<file path="config.mk">
export PLATFORM = sky130hd
export DESIGN_NAME = sprite_row_fetcher
export DESIGN_NICKNAME = d
export VERILOG_FILES = /design/src/rtl/sprite_row_fetcher.sv
export SDC_FILE = /design/constraint.sdc
export NUM_CORES = 1
export LEC_CHECK = 0
export BUFFER_PORTS_ARGS = -buffer_cell sky130_fd_sc_hd__buf_2
export CAP_MARGIN = 30
export CORE_MARGIN = 2
export CORE_UTILIZATION = 45
export DETAILED_ROUTE_END_ITERATION = 12
export PLACE_DENSITY_LB_ADDON = 0.1
export SYNTH_ARGS = -nofsm -noshare
export SYNTH_HDL_FRONTEND = slang
export SYNTH_SLANG_ARGS = --single-unit
</file>
<file path="constraint.sdc">
create_clock -name Clk -period 7.65 [get_ports Clk]
set_input_delay 1.53 -clock Clk [delete_from_list [all_inputs] [get_ports Clk]]
set_output_delay 1.53 -clock Clk [all_outputs]
set_load 0.03 [all_outputs]
</file>
<file path="src/rtl/sprite_row_fetcher.sv">
// Burst reader: walks Length SRAM words from Base_Addr into a FIFO drained by valid/ready.
// Optional stall statistics port enabled with `define SPRITE_FETCH_STATS_EN.
module sprite_row_fetcher #(
  parameter int unsigned DEPTH = 8,
  parameter int unsigned LEN_W = 8
) (
  input  logic             Clk,
  input  logic             Reset_n,
  input  logic             Start,
  input  logic [19:0]      Base_Addr,
  input  logic [LEN_W-1:0] Length,
  output logic             Busy,
  output logic             Done,
  output logic [19:0]      SRAM_ADDR,
  output logic             SRAM_CE_N,
  output logic             SRAM_UB_N,
  output logic             SRAM_LB_N,
  output logic             SRAM_OE_N,
  output logic             SRAM_WE_N,
  input  logic [15:0]      Data_from_SRAM,
  output logic [15:0]      Pix_Data,
  output logic             Pix_Valid,
  input  logic             Pix_Ready
`ifdef SPRITE_FETCH_STATS_EN
  ,
  output logic [15:0]      Stall_Cycles
`endif
);

  localparam int unsigned PTR_W = $clog2(DEPTH);
  localparam int unsigned CNT_W = PTR_W + 1;

  typedef enum logic [1:0] {IDLE, SETUP, SAMPLE, WAIT_FULL} state_t;

  state_t             state, state_nx;
  logic [19:0]        addr, addr_nx;
  logic [LEN_W-1:0]   remain, remain_nx;
  logic               done_nx, busy_nx, rd_n_nx, rd_n;
  logic               start_ok, push, pop, room;
  logic [CNT_W-1:0]   fifo_cnt, cnt_after;
  logic [PTR_W-1:0]   wr_ptr, rd_ptr;
  logic [15:0]        mem [DEPTH];

  assign push      = (state == SAMPLE);
  assign pop       = Pix_Valid && Pix_Ready;
  assign cnt_after = fifo_cnt + CNT_W'(push) - CNT_W'(pop);
  assign room      = cnt_after < CNT_W'(DEPTH);
  assign start_ok  = (state == IDLE) && Start && (Length != '0);

  assign Pix_Valid = (fifo_cnt != '0);
  assign Pix_Data  = mem[rd_ptr];

  assign SRAM_CE_N = rd_n;
  assign SRAM_OE_N = rd_n;
  assign SRAM_UB_N = rd_n;
  assign SRAM_LB_N = rd_n;
  assign SRAM_WE_N = 1'b1;

  // Next-state and registered-output values
  always_comb begin
    state_nx  = state;
    addr_nx   = addr;
    remain_nx = remain;
    done_nx   = 1'b0;
    case (state)
      IDLE: begin
        if (start_ok) begin
          addr_nx   = Base_Addr;
          remain_nx = Length;
          state_nx  = room ? SETUP : WAIT_FULL;
        end else if (Start) begin
          done_nx = 1'b1;
        end
      end
      SETUP: state_nx = SAMPLE;
      SAMPLE: begin
        addr_nx   = addr + 20'd1;
        remain_nx = remain - LEN_W'(1);
        if (remain == LEN_W'(1)) begin
          done_nx  = 1'b1;
          state_nx = IDLE;
        end else begin
          state_nx = room ? SETUP : WAIT_FULL;
        end
      end
      WAIT_FULL: if (room) state_nx = SETUP;
      default: state_nx = IDLE;
    endcase
    busy_nx = (state_nx != IDLE);
    rd_n_nx = !((state_nx == SETUP) || (state_nx == SAMPLE));
  end

  always_ff @(posedge Clk or negedge Reset_n) begin
    if (!Reset_n) begin
      state     <= IDLE;
      addr      <= '0;
      remain    <= '0;
      Busy      <= 1'b0;
      Done      <= 1'b0;
      rd_n      <= 1'b1;
      SRAM_ADDR <= '0;
    end else begin
      state  <= state_nx;
      addr   <= addr_nx;
      remain <= remain_nx;
      Busy   <= busy_nx;
      Done   <= done_nx;
      rd_n   <= rd_n_nx;
      // Address only moves when a new access begins; it holds through WAIT_FULL
      if (state_nx == SETUP) SRAM_ADDR <= addr_nx;
    end
  end

  // Pixel FIFO: one push per SAMPLE, pop on handshake
  always_ff @(posedge Clk or negedge Reset_n) begin
    if (!Reset_n) begin
      wr_ptr   <= '0;
      rd_ptr   <= '0;
      fifo_cnt <= '0;
      for (int i = 0; i < DEPTH; i++) mem[i] <= '0;
    end else begin
      if (push) begin
        mem[wr_ptr] <= Data_from_SRAM;
        wr_ptr      <= wr_ptr + PTR_W'(1);
      end
      if (pop) rd_ptr <= rd_ptr + PTR_W'(1);
      fifo_cnt <= cnt_after;
    end
  end

`ifdef SPRITE_FETCH_STATS_EN
  // Saturating count of cycles stalled on a full FIFO
  always_ff @(posedge Clk or negedge Reset_n) begin
    if (!Reset_n) begin
      Stall_Cycles <= '0;
    end else if (start_ok) begin
      Stall_Cycles <= '0;
    end else if ((state == WAIT_FULL) && (Stall_Cycles != 16'hFFFF)) begin
      Stall_Cycles <= Stall_Cycles + 16'd1;
    end
  end
`endif

endmodule

</file>
# ---- Word level (Yosys, flattened, before mapping)
# Cells that the tools add are included.
dict set report word_totals {
  reg_bits 191
  latch_bits 0
  ramBits 0
  mem_bits_ro 0
  inputBits 48
  output_inout_bits 44
  wordCells 68
  memories 0
}
dict set report op_classes {
  add_sub_neg 6
  multipliers 0
  div 0
  magnitude_cmp 4
  eq_ne 7
  shifts 0
  muxes 19
  n_bitwise 2
  reduce_logical 12
}
# cell count
set ops {}
lappend ops {{128-bit bitwise mux} 1}
lappend ops {{16-bit binary-select mux with 3-bit select} 1}
lappend ops {{16-bit demux with 3-bit select} 1}
lappend ops {{16-bit two-way mux} 3}
lappend ops {{20-bit one-hot mux with 2 select lines} 1}
lappend ops {{20-bit by 1-bit adder with 20-bit output, second input constant} 1}
lappend ops {{20-bit two-way mux} 1}
lappend ops {{8-bit one-hot mux with 2 select lines} 1}
lappend ops {{8-bit by 1-bit equality test with 1-bit output, second input constant} 1}
lappend ops {{4-bit greater-or-equal comparator, second input constant} 2}
lappend ops {{2-bit two-way mux} 4}
lappend ops {{8-bit two-way mux} 1}
lappend ops {{3-bit inverter with 4-bit output} 2}
lappend ops {{2-bit one-hot mux with 4 select lines} 1}
lappend ops {{8-bit nonzero test} 1}
lappend ops {{8-bit by 1-bit subtractor with 8-bit output, second input constant} 1}
lappend ops {{3-bit by 1-bit adder with 3-bit output, second input constant} 2}
lappend ops {{2-bit equality test, second input constant} 3}
lappend ops {{4-bit by 1-bit adder with 4-bit output} 1}
lappend ops {{2-bit by 1-bit equality test with 1-bit output, second input constant} 2}
lappend ops {{1-bit logical AND} 4}
lappend ops {{4-bit by 1-bit less-than comparator with 1-bit output, second input constant} 1}
lappend ops {{4-bit less-than comparator, second input constant} 1}
lappend ops {{2-bit nonzero test} 2}
lappend ops {{other kinds (9)} 11}

# ---- Logic depth before layout (Yosys ltp)
# Gate-level depths: netlist of run 1.
dict set report depth {
  ltp_word 10
  depth_mapped 18
  ltp_nobuf 17
}

# ---- Worst setup path after synthesis of run 1
# Ideal clock, no wire load.
dict set report synth_path {
  path_kind {in2reg}
  startpoint {in Pix_Ready}
  endpoint {reg SRAM_ADDR[12]}
  setup_ps 125
  arrival_time_ps 4008
  t_required_ps 7525
  slack_ps 3518
  stages 14
  cell_sequence {nand2_1 -> inv_1 -> ha_1 -> inv_1 -> ha_1 -> a21o_1 -> a21oi_1 -> xor2_1 -> nand2_1 -> a22o_1 -> ha_1 -> clkbuf_1 -> clkbuf_1 -> mux2_2}
}
dict set report synth_via {
  elab_chain_cells 7
  elab_cells_between_ends 9
  cone_classes {1 x add/sub; 1 x order compare; 1 x eq/ne; 5 x mux; 1 x reduce/logical}
}
# item line_no
set synth_rtl {}
lappend synth_rtl {{start, declared} 23} ;# input logic Pix_Ready
lappend synth_rtl {{1-bit logical AND *} 45} ;# assign pop = Pix_Valid && Pix_Ready;
lappend synth_rtl {{via pop} 39} ;# logic start_ok, push, pop, room;
lappend synth_rtl {{4-bit by 1-bit subtractor with 4-bit output *} 46} ;# assign cnt_after = fifo_cnt + CNT_W'(push) - CNT_W'(pop);
lappend synth_rtl {{via cnt_after[3]} 40} ;# logic [CNT_W-1:0] fifo_cnt, cnt_after;
lappend synth_rtl {{4-bit less-than comparator *} 47} ;# assign room = cnt_after < CNT_W'(DEPTH);
lappend synth_rtl {{2-bit two-way mux} {70, 83}}
lappend synth_rtl {{2-bit two-way mux, on equally long branches} {79, 67}}
lappend synth_rtl {{2-bit one-hot mux with 4 select lines *} 65} ;# case (state)
lappend synth_rtl {{2-bit by 1-bit equality test with 1-bit output *} 110} ;# if (state_nx == SETUP) SRAM_ADDR <= addr_nx;
lappend synth_rtl {{end signal, assigned} 110}
lappend synth_rtl {{end, declared} 14} ;# output logic [19:0] SRAM_ADDR,
# The timed path passes the listed nets; every way through them passes the cells marked *.
# A chain may end at the register's enable or synchronous reset.

# ---- Final worst setup path of run 1
dict set report layout_path {
  startpoint {reg state[0]}
  endpoint {reg SRAM_ADDR[18]}
}
dict set report layout_via {
  elab_chain_cells 8
  elab_cells_between_ends 17
  cone_classes {2 x add/sub; 1 x order compare; 4 x eq/ne; 7 x mux; 3 x reduce/logical}
}
# item line_no
set layout_rtl {}
lappend layout_rtl {{start, declared} 35} ;# state_t state, state_nx;
lappend layout_rtl {{start signal, assigned} 103} ;# state <= state_nx;
lappend layout_rtl {{2-bit equality test *} 44} ;# assign push = (state == SAMPLE);
lappend layout_rtl {{4-bit by 1-bit adder with 4-bit output *} 46}
lappend layout_rtl {{4-bit by 1-bit subtractor with 4-bit output *} 46}
lappend layout_rtl {{via cnt_after[3]} 40}
lappend layout_rtl {{4-bit less-than comparator *} 47}
lappend layout_rtl {{2-bit two-way mux} {70, 83}}
lappend layout_rtl {{2-bit two-way mux, on equally long branches} {79, 67}}
lappend layout_rtl {{2-bit one-hot mux with 4 select lines *} 65}
lappend layout_rtl {{2-bit by 1-bit equality test with 1-bit output *} 110}
# Marks and branches as above.

==> impl_metrics.py, run 1 <==
metrics = {
    "status": {
        "outcome": "finished, final reports clean",
    },
    "global_routing": {
        "track_usage_pct": 20.3,
        "antenna_found_initial": 0,
        "grt_pass1_wl_um": 34000,
        "grt_max_degree": 105,
        "grt_pass1_vias": 6244,
        "grt-ovfl-total": 0,
    },
    "die": {
        "start_util_pct": 45.7,
        "chipHeight_um": 147,
        "die-area_sq_um": 21600,
        "die_width_um": 147,
        "ios": 92,
        "design.core.area_sq_um": 20100,
        "rows": 52,
    },
    "setup_path": {
        "worstSetupEndpointType": "flip-flop",
        "reg2reg_slack_ns": 2.97,
        "crit_top_cell": "ha_1",
        "crit_buf_inv": 2,
        "crit-reg2reg-launch": "state[0]",
        "cp.required_ns": 7.98,
        "rr_endpoint": "SRAM_ADDR[18]",
        "r2r_cells": 12,
        "cp_cell_sequence": "nand2b_1 > inv_2 > ha_1 > a21o_1 > a21oi_1 > xor2_1 > nand2_1 > a22o_1 > ha_1 > clkinv_1 > or3_1 > o311ai_1",
        "slowest_delay_ns": 0.87,
        "worst_path_max_delay_cell": "dfrtp_1",
        "arrival_ns": 5.01,
        "crit_type": "flip-flop to flip-flop",
        "path_max_fanout": 25,
        "cp_top_family": "simple AND/OR/NAND/NOR gates",
        "setup.worst_path.start": "state[0]",
        "critPathLaunchType": "flip-flop",
    },
    "detailed_routing": {
        "dr.pass1.iters": 5,
        "postRouteAntennaNets": 0,
        "num_vias": 5991,
        "wirelength_um": 20700,
        "dr.first_iter.drc_count": 381,
        "wl_per_cell_um": 19.8,
        "viasPerCell": 5.71,
        "drt_drc_violations_left": 0,
    },
    "layout": {
        "antenna_cells": 0,
        "drive_gt1_share_pct": 43.8,
        "area_growth_pct": 14.6,
        "final_common_cell": "dfrtp_1",
        "final_nets": 827,
        "final_cell_mix": "dfrtp_1 (188), mux2_2 (157), buf_2 (89)",
    },
    "timing": {
        "finalClockSkew_ns": 0.00692,
        "slew_viol_final": 0,
        "rsz0062_at_grt": "false",
        "worst_slew_pin_slew_ns": 1.02,
        "fin_tns_setup_ns": 0,
        "min_period_ns": 4.68,
        "clock.fmax_ghz": 0.214,
        "finalSetupViolations": 0,
        "hold_violations": 0,
        "slew_headroom_pct": 32.1,
        "post-route-period-util_pct": 61.2,
        "worst_hold_slack_ns": 0.502,
    },
    "min_path": {
        "whs_path_depth": 1,
        "min_path_type": "flip-flop to flip-flop",
        "min_from": "mem[10]",
        "hold_end": "mem[10]",
    },
    "yosys": {
        "yosysUniqueCellTypes": 70,
        "ys_warn_count": 0,
        "syn_area_sq_um": 9190,
        "synth_seq_cells": 191,
        "ys_seq_area_share_pct": 52.0,
        "synth-async-reset-ratio_pct": 100,
        "syn_avg_cell_area_sq_um": 13.3,
        "synth_nets": 750,
        "synth_edf_count": 0,
        "synth-main-ff-cell": "dfrtp_1",
        "postSynthCellCount": 689,
    },
    "clocking": {
        "cts_setup_buffers": 0,
        "cts_resized": 0,
        "clk_path_buf_depth": 2,
        "cts.reportedPaths.clkPinSlew_ns": 0.07,
        "cts_buffers": 17,
        "postCtsHoldBufs": 0,
        "clock_sinks": 191,
        "cts_tree": "built",
        "htree_levels": 4,
        "clkLatencyLatePin_ns": 0.43,
        "root_buffer": "clkbuf_16",
    },
    "pwr": {
        "p_leak_uw": 0.00458,
        "pwr_density_cell_nw_per_um2": 467,
        "vdd_drop_max_mv": 0.167,
    },
    "job": {
        "cap_violations": 0,
    },
    "place": {
        "hpwl_um": 14000,
        "port_buffers": 90,
        "gp_congestion": 0.835,
    },
}
-- final cells by class --
type	instances	area [sq um]
timing repair buffer	103	612
multi-input combinational	429	4110
clock inverter	13	146
tap	270	338
sequential	191	4780
clock buffer	19	453
inverter	24	90.1
fill	1721	9580
-- through the flow --
step | cells | area, sq um | power (uW) | setup slack [ns] | util [%]
after floorplan | 689 | 9190 | 3480 | 3.52 | -
after global placement | 1013 | 9840 | 3950 | 2.79 | 49.0
after detailed placement | 1017 | 9930 | 4060 | 2.65 | 49.4
after CTS | 1049 | 10500 | 4970 | 2.94 | 52.4
after global routing | 1049 | 10500 | 5240 | 2.61 | 52.4
final | 1049 | 10500 | 4910 | 2.97 | 52.4
-- cell families after synthesis --
group           count (synthesis)  share of synthesized area [%]
mux                           198                           28.1
buf+inv                        69                           3.28
simple gates                  117                           7.18
fa+ha+maj                      13                           1.85
xor+xnor                        8                          0.763
other cells                     1                         0.0408
compound gates                 92                           6.78
flops                         191                           52.0
-- flip-flops by register name, indices dropped and copies added, names as in the netlist --
register	count
Busy	1
Done	1
SRAM_ADDR	20
SRAM_CE_N	1
addr	20
fifo_cnt	4
mem	128
rd_ptr	3
remain	8
state	2
wr_ptr	3
-- worst reg2reg max path: stages, from the launching register on --
cell      delay (ns)
dfrtp_1         0.87
nand2b_1        0.67
inv_2           0.25
ha_1            0.29
a21o_1          0.16
a21oi_1         0.17
xor2_1          0.13
nand2_1         0.11
a22o_1          0.18
ha_1            0.75
clkinv_1        0.49
or3_1           0.45
o311ai_1        0.07
-- cells in the mapped netlist, drive strengths merged, types with 3 or more instances --
cell	count	area share, %
dfrtp	190	52
mux2	158	19
mux4	32	7.8
nand2	31	1.3
buf	23	1.4
clkbuf	22	0.91
inv	22	0.90
nor2	20	0.82
o21ai	19	1.1
a21oi	17	0.93
ha	12	1.6
nand3	12	0.84
nor4	9	0.75
o22ai	9	0.61
mux2i	8	0.87
nor3	8	0.54
nand4	7	0.48
xnor2	7	0.67
or4	6	0.53
a31oi	5	0.34
a22oi	4	0.33
nand2b	4	0.27
nor2b	4	0.27
nor3b	4	0.44
o22a	4	0.38
o31ai	4	0.33
and4	3	0.29
nand3b	3	0.25
o211ai	3	0.25
o311ai	3	0.29
-- worst max path at each step --
stage	cells after the start	slack, ns	end
detailed placement	15	2.65	SRAM_ADDR[18]
floorplan	14	3.52	SRAM_ADDR[12]
global route	12	2.61	SRAM_ADDR[18]
global placement	15	2.79	SRAM_ADDR[18]
CTS	12	2.94	SRAM_ADDR[18]
finish	12	2.97	SRAM_ADDR[18]
-- where the power goes --
part	switching, uW	internal, uW	leakage, uW
sequential	383	1490	0.00233
combinational	1090	1060	0.00196
clock	417	480	0.000292
-- layer usage --
metal	wire, um	GRT usage [%]
met1	9440	27.7
met2	10200	33.4
met3	897	4.22
met4	232	5.05
met5	0	0
Power figures use the tool's default switching activity.
==> inputs of run 2 (changes only) <==
- ABC_AREA: default -> 1
- clock period: 7.65 -> 4.2 ns (I/O delays scaled with it)
==> run 2 against run 1 <==
Effect of this change:
- via count rose by 27%
- routed wire length up 9.2%
- clock power increased by 83%
- critical path type is now flip-flop to output port
- highest routed layer unchanged
==> impl_metrics.py, run 2 <==
metrics = {
    "status": {
        "outcome": "finished, final reports clean",
    },
    "global_routing": {
        "track_usage_pct": 21.8,
        "grt_util_met2_pct": 35.7,
        "met1_usage_pct": 30.1,
        "grt_busiest_layer": "met2",
        "grt_max_degree": 98,
        "antenna_found_initial": 0,
        "grt_pass1_vias": 7448,
        "grt_pass1_wl_um": 38000,
        "grt-ovfl-total": 0,
        "grt.met3_usage_pct": 3.73,
    },
    "yosys": {
        "synth_edf_count": 0,
        "synth-main-ff-cell": "dfrtp_1",
        "synth_xor_area_share_pct": 0.846,
        "ys_top_cells_by_area": "dfrtp_1 (51%), nand2_1 (12%), o21ai_0 (7.1%)",
        "synth-async-reset-ratio_pct": 100,
        "synthMuxAreaShare_pct": 0,
        "synth_commonest_cells": "nand2_1 (306), dfrtp_1 (190), o21ai_0 (133)",
        "postSynthCellCount": 1144,
        "syn_area_sq_um": 9320,
        "synth_top_family_by_area": "simple AND/OR/NAND/NOR gates",
        "yosys.area_share.simple_pct": 22.1,
        "syn_avg_cell_area_sq_um": 8.15,
        "synth_top_area_share_pct": 51.0,
        "synth_compound_area_share_pct": 16.2,
        "yosys.area_share.adder_pct": 1.83,
        "synth_area_leader_cell": "dfrtp_1",
        "yosysUniqueCellTypes": 46,
        "ys_seq_area_share_pct": 51.3,
        "synth_nets": 1205,
        "synth_seq_cells": 191,
        "synth.most_common_cell": "nand2_1",
        "ys_warn_count": 0,
    },
    "die": {
        "chipHeight_um": 148,
        "ios": 92,
        "start_util_pct": 45.9,
        "die_width_um": 148,
        "die-area_sq_um": 21900,
        "rows": 52,
        "design.core.area_sq_um": 20300,
    },
    "timing": {
        "finalClockSkew_ns": 0.00854,
        "slew_headroom_pct": 36.0,
        "hold_violations": 0,
        "post-route-period-util_pct": 80.3,
        "fin_tns_setup_ns": 0,
        "min_period_ns": 3.37,
        "clock.fmax_ghz": 0.297,
        "finalSetupViolations": 0,
        "slew_viol_final": 0,
        "worst_slew_pin_slew_ns": 0.960,
        "rsz0062_at_grt": "false",
    },
    "clocking": {
        "cts_buffers": 17,
        "clk_path_buf_depth": 2,
        "root_buffer": "clkbuf_16",
        "clock_sinks": 191,
        "cts.reportedPaths.clkPinSlew_ns": 0.08,
        "cts_setup_buffers": 0,
        "cts_resized": 0,
        "cts_tree": "built",
        "postCtsHoldBufs": 0,
        "clkLatencyLatePin_ns": 0.44,
        "htree_levels": 4,
    },
    "setup_path": {
        "crit_top_cell": "o21ai_0",
        "crit_type": "flip-flop to output port",
        "path_max_fanout": 97,
        "worstSetupEndpointType": "output port",
        "r2r_cells": 17,
        "cp.required_ns": 3.36,
        "arrival_ns": 2.53,
        "worst_path_max_delay_cell": "buf_4",
        "slowest_delay_ns": 0.73,
        "critPathLaunchType": "flip-flop",
        "cp_cell_sequence": "buf_4 > o21ai_0 > o21ai_0 > nor2_1 > a31oi_1 > buf_2",
    },
    "place": {
        "placed_cell_area_sq_um": 9970,
        "hpwl_um": 14500,
        "port_buffers": 90,
        "gp_congestion": 0.840,
    },
    "pwr": {
        "p_leak_uw": 0.00515,
        "pwr_density_cell_nw_per_um2": 855,
        "vdd_drop_max_mv": 0.370,
    },
    "detailed_routing": {
        "wirelength_um": 22600,
        "viasPerCell": 5.10,
        "wl_per_cell_um": 15.2,
        "drt_drc_violations_left": 0,
        "dr.pass1.iters": 4,
        "postRouteAntennaNets": 0,
        "dr.first_iter.drc_count": 425,
        "num_vias": 7584,
    },
    "layout": {
        "fill_cells": 2016,
        "top_regs": "mem x128, SRAM_ADDR x20, addr x20",
        "drive_gt1_share_pct": 14.3,
        "regMostFlops": "mem",
        "largest_reg_flops": 128,
        "final_cell_mix": "nand2_1 (306), dfrtp_1 (188), o21ai_0 (133)",
        "postLayoutCellArea_sq_um": 10600,
        "final_nets": 1264,
        "area_growth_pct": 13.2,
        "antenna_cells": 0,
        "final_common_cell": "nand2_1",
    },
    "job": {
        "cap_violations": 0,
    },
    "min_path": {
        "min_path_type": "input pin to async pin",
    },
}
[run 2: cell count changes in the layout (fill, tap and decap cells not counted), sizes merged, moves of 17 or more]
| cell | previous run | this run |
|---|---|---|
| nand3 | 12 | 42 |
| o211ai | 3 | 20 |
| inv | 28 | 111 |
| mux2 | 158 | 0 |
| o21ai | 19 | 209 |
| nor2 | 20 | 105 |
| mux4 | 32 | 0 |
| nand2 | 31 | 313 |
[run 2: routing by layer]
| metal | vias to the layer above | share of wire (%) |
|---|---|---|
| met1 | 3583 | 48 |
| met3 | 18 | 4.1 |
| li1 | 3837 | - |
| met4 | 0 | 0.94 |
| met2 | 146 | 47 |
| met5 | - | 0 |
[run 2: worst paths after layout]
| check | from | to | slack (ns) |
|---|---|---|---|
| worst max register to register | fifo_cnt[2] | SRAM_ADDR[6] | 1.14 |
| worst max-delay path | rd_ptr[0] | Pix_Data[12] | 0.83 |
| worst min-delay path | Reset_n | mem[65] | 0.43 |
| max in group asynchronous | Reset_n | mem[108] | 2.77 |
| worst min register to register | SRAM_ADDR[13] | SRAM_ADDR[13] | 0.48 |
| min in group Clk | SRAM_ADDR[13] | SRAM_ADDR[13] | 0.48 |
[run 2: cell type report]
type / count / area [sq um] / share of cell area, %
Clock buffer: 19 / 433 / 4.10
Clock inverter: 13 / 155 / 1.47
Inverter: 107 / 407 / 3.85
Multi-Input combinational cell: 782 / 3820 / 36.2
Sequential cell: 191 / 4780 / 45.3
Tap cell: 270 / 338 / 3.20
Timing Repair Buffer: 104 / 617 / 5.84
[run 2: stage by stage]
step	util (%)	hold WS (ns)	std cells	setup slack (ns)	power, uW
after global routing	52.0	0.477	1486	0.636	9850
after CTS	52.0	0.475	1486	0.826	9140
final	52.0	0.429	1486	0.827	9020
after floorplan	-	0.448	1144	1.45	6350
after global placement	48.9	0.457	1452	0.879	7370
after detailed placement	49.1	0.459	1454	0.796	7460
[run 2: worst max-delay path, delay by kind of cell (launching register included)]
kind	cells	cell delay [ns]
AO/OA/AOI/OAI	3	0.67
buffers and inverters	2	0.99
flip-flops	1	0.36
AND/OR/NAND/NOR	1	0.05
[run 2: cells by family (layout without fill, tap and decap cells)]
family                   after synthesis  after routing
AO/OA/AOI/OAI                        281            281
XOR/XNOR                               9              9
adder cells (fa/ha/maj)               13             13
buffers and inverters                171            243
flip-flops                           191            191
other                                  1              1
AND/OR/NAND/NOR                      478            478
[run 2: power by group]
part           internal, uW  switching (uW)  total (uW)
combinational          1350            2680        4040
clock                   892             753        1640
sequential             2760             579        3340
total                  5010            4020        9020
